===== config.mk =====
export PLATFORM = sky130hd
export DESIGN_NAME = apb_cfg_master_flat
export DESIGN_NICKNAME = d
export VERILOG_FILES = /design/src/rtl/apb_cfg_master_if.sv /design/src/rtl/apb_cfg_master.sv /design/src/flat_wrapper.sv
export SDC_FILE = /design/constraint.sdc
export NUM_CORES = 1
export LEC_CHECK = 0
export ABC_CLOCK_PERIOD_IN_PS = 2000
export CAP_MARGIN = 20
export CORE_UTILIZATION = 41
export CTS_BUF_LIST = sky130_fd_sc_hd__clkbuf_16
export CTS_CLUSTER_SIZE = 40
export DETAILED_ROUTE_END_ITERATION = 8
export GPL_ROUTABILITY_DRIVEN = 0
export GPL_TIMING_DRIVEN = 0
export PLACE_DENSITY = 0.84
export SYNTH_ARGS = -nofsm -noshare
export SYNTH_HDL_FRONTEND = slang
export SYNTH_SLANG_ARGS = --single-unit
export TNS_END_PERCENT = 20

===== constraint.sdc =====
create_clock -name HCLK -period 2 [get_ports HCLK]
set_input_delay 0.4 -clock HCLK [delete_from_list [all_inputs] [get_ports HCLK]]
set_output_delay 0.4 -clock HCLK [all_outputs]
set_load 0.02 [all_outputs]

===== src/rtl/apb_cfg_master_if.sv =====
// Request/response port and APB bus of the config master, grouped as one bundle.
`timescale 1ns/1ps
interface apb_cfg_master_if #(
    parameter int APB_ADDR_WIDTH = 12
);
    logic                      req_valid_i;
    logic                      req_ready_o;
    logic                      req_write_i;
    logic [APB_ADDR_WIDTH-1:0] req_addr_i;
    logic [31:0]               req_wdata_i;
    logic                      rsp_valid_o;
    logic                      rsp_ready_i;
    logic [31:0]               rsp_rdata_o;
    logic                      rsp_err_o;
    logic                      rsp_timeout_o;
    logic [APB_ADDR_WIDTH-1:0] PADDR;
    logic [31:0]               PWDATA;
    logic                      PWRITE;
    logic                      PSEL;
    logic                      PENABLE;
    logic [31:0]               PRDATA;
    logic                      PREADY;
    logic                      PSLVERR;

    modport master (
        input  req_valid_i, req_write_i, req_addr_i, req_wdata_i, rsp_ready_i,
        input  PRDATA, PREADY, PSLVERR,
        output req_ready_o, rsp_valid_o, rsp_rdata_o, rsp_err_o, rsp_timeout_o,
        output PADDR, PWDATA, PWRITE, PSEL, PENABLE
    );

    modport slave (
        output req_valid_i, req_write_i, req_addr_i, req_wdata_i, rsp_ready_i,
        output PRDATA, PREADY, PSLVERR,
        input  req_ready_o, rsp_valid_o, rsp_rdata_o, rsp_err_o, rsp_timeout_o,
        input  PADDR, PWDATA, PWRITE, PSEL, PENABLE
    );
endinterface


===== src/rtl/apb_cfg_master.sv =====
// APB master: one valid/ready request becomes one SETUP+ACCESS transfer, with a
// wait-state timeout so a hung slave still produces an (error) response.
`timescale 1ns/1ps
module apb_cfg_master #(
    parameter int          APB_ADDR_WIDTH = 12,
    parameter int unsigned TIMEOUT_CYCLES = 255
) (
    input  logic                HCLK,
    input  logic                HRESET,
    apb_cfg_master_if.master    bus,
    output logic [1:0]          state_dbg
);
    typedef enum logic [1:0] {
        IDLE   = 2'd0,
        SETUP  = 2'd1,
        ACCESS = 2'd2,
        RESP   = 2'd3
    } state_t;

    localparam int CNT_W = (TIMEOUT_CYCLES < 256) ? 8 :
                           ($clog2(TIMEOUT_CYCLES + 1) > 32) ? 32 :
                           $clog2(TIMEOUT_CYCLES + 1);
    localparam logic [CNT_W-1:0] TO_LAST =
        CNT_W'((TIMEOUT_CYCLES == 0) ? 0 : TIMEOUT_CYCLES - 1);
    localparam bit TO_EN = (TIMEOUT_CYCLES != 0);

    state_t           state;
    logic [CNT_W-1:0] cnt;

    // Handshakes: a request moves on valid&&ready at a rising edge; a response
    // is consumed on rsp_valid&&rsp_ready. Only one transfer is ever in flight.
    assign bus.req_ready_o = (state == IDLE) && !HRESET;
    assign state_dbg       = state;

    always_ff @(posedge HCLK) begin
        if (HRESET) begin
            state             <= IDLE;
            cnt               <= '0;
            bus.PSEL          <= 1'b0;
            bus.PENABLE       <= 1'b0;
            bus.PWRITE        <= 1'b0;
            bus.PADDR         <= '0;
            bus.PWDATA        <= '0;
            bus.rsp_valid_o   <= 1'b0;
            bus.rsp_rdata_o   <= '0;
            bus.rsp_err_o     <= 1'b0;
            bus.rsp_timeout_o <= 1'b0;
        end else begin
            case (state)
                IDLE: begin
                    if (bus.req_valid_i) begin
                        bus.PADDR  <= bus.req_addr_i[APB_ADDR_WIDTH-1:0];
                        bus.PWDATA <= bus.req_wdata_i;
                        bus.PWRITE <= bus.req_write_i;
                        bus.PSEL   <= 1'b1;
                        cnt        <= '0;
                        state      <= SETUP;
                    end
                end
                SETUP: begin
                    bus.PENABLE <= 1'b1;
                    state       <= ACCESS;
                end
                ACCESS: begin
                    if (bus.PREADY) begin
                        bus.rsp_rdata_o   <= bus.PWRITE ? 32'd0 : bus.PRDATA;
                        bus.rsp_err_o     <= bus.PSLVERR;
                        bus.rsp_timeout_o <= 1'b0;
                        bus.rsp_valid_o   <= 1'b1;
                        bus.PSEL          <= 1'b0;
                        bus.PENABLE       <= 1'b0;
                        state             <= RESP;
                    end else if (TO_EN && cnt == TO_LAST) begin
                        // cnt counts earlier stalled cycles, so this one is the limit
                        bus.rsp_rdata_o   <= 32'd0;
                        bus.rsp_err_o     <= 1'b1;
                        bus.rsp_timeout_o <= 1'b1;
                        bus.rsp_valid_o   <= 1'b1;
                        bus.PSEL          <= 1'b0;
                        bus.PENABLE       <= 1'b0;
                        state             <= RESP;
                    end else if (~&cnt) begin
                        cnt <= cnt + CNT_W'(1);
                    end
                end
                RESP: begin
                    if (bus.rsp_ready_i) begin
                        bus.rsp_valid_o <= 1'b0;
                        state           <= IDLE;
                    end
                end
                default: state <= IDLE;
            endcase
        end
    end
endmodule


===== src/flat_wrapper.sv =====
// flat-port wrapper written by rule: the top's interface ports become plain ports
module apb_cfg_master_flat 
#(
    parameter int          APB_ADDR_WIDTH = 12,
    parameter int unsigned TIMEOUT_CYCLES = 255
)
  (HCLK, HRESET, state_dbg, bus_req_valid_i, bus_req_write_i, bus_req_addr_i, bus_req_wdata_i, bus_rsp_ready_i, bus_PRDATA, bus_PREADY, bus_PSLVERR, bus_req_ready_o, bus_rsp_valid_o, bus_rsp_rdata_o, bus_rsp_err_o, bus_rsp_timeout_o, bus_PADDR, bus_PWDATA, bus_PWRITE, bus_PSEL, bus_PENABLE);
  apb_cfg_master_if #(.APB_ADDR_WIDTH(APB_ADDR_WIDTH)) bus_i ();
  input  logic HCLK;
  input  logic HRESET;
  output logic [1:0] state_dbg;
  input wire logic [$bits(bus_i.req_valid_i)-1:0] bus_req_valid_i;
  input wire logic [$bits(bus_i.req_write_i)-1:0] bus_req_write_i;
  input wire logic [$bits(bus_i.req_addr_i)-1:0] bus_req_addr_i;
  input wire logic [$bits(bus_i.req_wdata_i)-1:0] bus_req_wdata_i;
  input wire logic [$bits(bus_i.rsp_ready_i)-1:0] bus_rsp_ready_i;
  input wire logic [$bits(bus_i.PRDATA)-1:0] bus_PRDATA;
  input wire logic [$bits(bus_i.PREADY)-1:0] bus_PREADY;
  input wire logic [$bits(bus_i.PSLVERR)-1:0] bus_PSLVERR;
  output wire logic [$bits(bus_i.req_ready_o)-1:0] bus_req_ready_o;
  output wire logic [$bits(bus_i.rsp_valid_o)-1:0] bus_rsp_valid_o;
  output wire logic [$bits(bus_i.rsp_rdata_o)-1:0] bus_rsp_rdata_o;
  output wire logic [$bits(bus_i.rsp_err_o)-1:0] bus_rsp_err_o;
  output wire logic [$bits(bus_i.rsp_timeout_o)-1:0] bus_rsp_timeout_o;
  output wire logic [$bits(bus_i.PADDR)-1:0] bus_PADDR;
  output wire logic [$bits(bus_i.PWDATA)-1:0] bus_PWDATA;
  output wire logic [$bits(bus_i.PWRITE)-1:0] bus_PWRITE;
  output wire logic [$bits(bus_i.PSEL)-1:0] bus_PSEL;
  output wire logic [$bits(bus_i.PENABLE)-1:0] bus_PENABLE;
  assign bus_i.req_valid_i = bus_req_valid_i;
  assign bus_i.req_write_i = bus_req_write_i;
  assign bus_i.req_addr_i = bus_req_addr_i;
  assign bus_i.req_wdata_i = bus_req_wdata_i;
  assign bus_i.rsp_ready_i = bus_rsp_ready_i;
  assign bus_i.PRDATA = bus_PRDATA;
  assign bus_i.PREADY = bus_PREADY;
  assign bus_i.PSLVERR = bus_PSLVERR;
  assign bus_req_ready_o = bus_i.req_ready_o;
  assign bus_rsp_valid_o = bus_i.rsp_valid_o;
  assign bus_rsp_rdata_o = bus_i.rsp_rdata_o;
  assign bus_rsp_err_o = bus_i.rsp_err_o;
  assign bus_rsp_timeout_o = bus_i.rsp_timeout_o;
  assign bus_PADDR = bus_i.PADDR;
  assign bus_PWDATA = bus_i.PWDATA;
  assign bus_PWRITE = bus_i.PWRITE;
  assign bus_PSEL = bus_i.PSEL;
  assign bus_PENABLE = bus_i.PENABLE;
  apb_cfg_master #(.APB_ADDR_WIDTH(APB_ADDR_WIDTH), .TIMEOUT_CYCLES(TIMEOUT_CYCLES)) u_core (.HCLK(HCLK), .HRESET(HRESET), .bus(bus_i), .state_dbg(state_dbg));
endmodule

==> results.toml, run 1 <==
[synthesis]
ys_types = 49
yosysTopAreaCell = "dfxtp_1"
netlist_area_sq_mm = 0.003570
synth_edf_count = 0
ys_async_sr_fraction_pct = 0
synthTopCellsByCount = "99 x nand2_1, 92 x dfxtp_1, 51 x a21oi_1"
synth.net_count = 502
synth_compound_area_share_pct = 21.70
post-synth-top-count-cell = "nand2_1"
ys.flop_type = "dfxtp_1"
yosys_register_bits = 92
synth.area.top_cells = "dfxtp_1 52%, nand2_1 10%, a21oi_1 7.2%"
synth_fa_ha_area_share_pct = 2.103
synth_top_area_share_pct = 51.59
syn_area_per_cell_sq_um = 8.643
synth_top_family_by_area = "compound AO/OA/AOI/OAI gates"
synth_cells = 413
yosysSeqAreaShare_pct = 51.59
ys_warn_count = 0
synthMuxAreaShare_pct = 0.2804
synth_xor_area_share_pct = 0
synthSimpleGateAreaFrac_pct = 19.28

[drt]
drc = 0
antenna_left = 0
via_count = 3619
wl_per_cell_um = 14.48
avgViaCountPerCell = 5.163
drtIter0Drc = 146
wl_um = 10150
drt_first_pass_iters = 4

[clock_network]
path_clk_slew_ps = 70
cts_tree = "done"
holdBufCountCts = 0
cts_buffers = 9
postCtsSetupBuffers = 0
insertion_delay_ps = 330
numClockSinks = 92
max-clock-path-buffers = 2
htreeDepth = 3
clockRootBuffer = "clkbuf_16"

[timing]
skew_ps = 5.930
period_share_pct = 92.81
tns_ps = 0
tightest_slew_ps = 547.2
finalSetupViolations = 0
fin_crit_ps = 1856
hold_violations = 0
grt_setup_unrepaired = "false"
fin_hold_ws_ps = 453.7
maxSlewViolCount = 0
slew_headroom_pct = 63.52
max_freq_ghz = 0.5388

[worst_hold_path]
hold_path_class = "reg -> reg"

[layout]
fill_cells = 663
finalInstanceArea_sq_mm = 0.005678
final_nets = 680
drive_gt1_share_pct = 7.550
area_growth_pct = 59.06
diodes = 0

[pwr]
sequentialPowerShare_pct = 37.6
power_density_mw_per_mm2 = 1033
vdd_drop_max_mv = 0.6549
leakagePower_nw = 2.072
p_clk_share_pct = 28.8
total_power_mw = 5.868
combinationalPowerShare_pct = 33.6
p_switching_mw = 1.945
swShare_pct = 33.15
intPower_mw = 3.923

[die]
dieArea_sq_mm = 0.009084
start_util_pct = 42.80
die_h_um = 95.31
ios = 168
fp.coreArea_sq_mm = 0.008341
die_w_um = 95.31
placementRows = 33

[place]
hpwlAfterDp_um = 7758
place_area_sq_mm = 0.005373
port_buffers = 167

[global_route]
grt_pass1_wl_um = 15730
first_global_vias = 3485
antenna_found_initial = 0
grt_max_degree = 17
overflow = 0
grt_usage_pct = 22.16

[run_status]
status = "finished clean"

[setup_path]
critPathLaunchType = "primary input"
crit_type = "in -> out"
critPathMaxFanout = 10
cp-end-kind = "primary output"
required_ps = 1600
crit_arrival_ps = 1460

[job]
cap_violations = 0
## power by group through the flow
stage / sequential [mW] / clock (mW) / combinational [mW]
2_1_floorplan: 2.53 / 0 / 0.807
3_3_place_gp: 2.23 / 0 / 1.93
3_5_place_dp: 2.25 / 0 / 1.97
4_1_cts: 2.21 / 1.73 / 1.99
5_1_grt: 2.24 / 1.80 / 2.15
6_report: 2.21 / 1.69 / 1.97
## through the flow
step,utilization [%],cells,setup WS [ps]
global route,68.08,701,10.10
CTS,68.15,701,25.92
global placement,64.42,685,-421.0
finish,68.08,701,143.9
detailed placement,64.42,685,-427.4
floorplan,-,413,323.7
## critical path, cell delays in order
cell,delay (ps)
clkdlybuf4s50_1,420
buf_4,180
buf_6,150
nor2b_1,120
buf_2,180
## cells in the final DEF (no fill, tap or decap), types with 3 or more instances in the layout
cell / n
buf_2: 11
a22oi_1: 32
o211ai_1: 3
nand2_1: 99
nor2_1: 33
ha_1: 6
o21ai_0: 5
dfxtp_1: 92
clkbuf_1: 12
buf_4: 4
clkinv_4: 3
a21oi_1: 51
nand3_1: 7
nor2b_1: 3
a31oi_1: 3
inv_1: 11
and2_1: 3
clkbuf_16: 9
clkdlybuf4s50_1: 166
## flip-flops by register name, summed over array words and instances, names as in the netlist, 2 cells and up
register and cells:
u_core.bus.PWDATA 32, u_core.bus.rsp_rdata_o 32, u_core.state_dbg 2, u_core.cnt 8, u_core.bus.PADDR 12
## logic make-up after synthesis
group	after synthesis
AOI/OAI and AO/OA	114
buffers and inverters	39
muxes	1
adders and majority gates	6
DFF	92
and+or+nand+nor	161
## final cells by class
| cell class | count | area [sq um] | area share [%] |
|---|---|---|---|
| clock buffer | 9 | 225.2 | 3.967 |
| inverter | 11 | 41.29 | 0.7272 |
| buffer | 28 | 147.6 | 2.600 |
| clock inverter | 7 | 76.32 | 1.344 |
| tap | 105 | 131.4 | 2.314 |
| timing repair buffer | 167 | 1667 | 29.35 |
| sequential | 92 | 1842 | 32.44 |
| multi-input combinational | 282 | 1548 | 27.26 |
## final timing paths
path                                          start                  end  slack (ps)  cells past startpoint
worst max-delay path                         HRESET      bus_req_ready_o         140                      5
worst min-delay path            u_core.bus.PADDR[1]  u_core.bus.PADDR[1]         450                      2
worst max register to register  u_core.state_dbg[1]  u_core.bus.PADDR[4]         170                      6
worst min register to register  u_core.bus.PADDR[1]  u_core.bus.PADDR[1]         450                      2
## metal layers
layer	wire, um	vias up	track usage (%)
li1	-	1774	-
met4	84	0	6.061
met1	3996	1709	24.04
met5	0	-	0
met3	947	9	7.815
met2	5121	127	40.42
## repair_timing
item / CTS / global route
setup endpoints to repair: 1 / 1
gates resized for setup: 6 / 1
pin swaps: 0 / 0
Note: power is estimated with default switching activity, not from simulation.
==> run 2, diff against run 1 <==
CAP_MARGIN = default   (was 20)
==> results of run 2 <==
No change in the layout: final DEF, timing and power equal those of run 1.
==> run 3, diff against run 2 <==
CAP_MARGIN = 20   (was default)
==> results of run 3 <==
No change in the layout: final DEF, timing and power equal those of run 1.
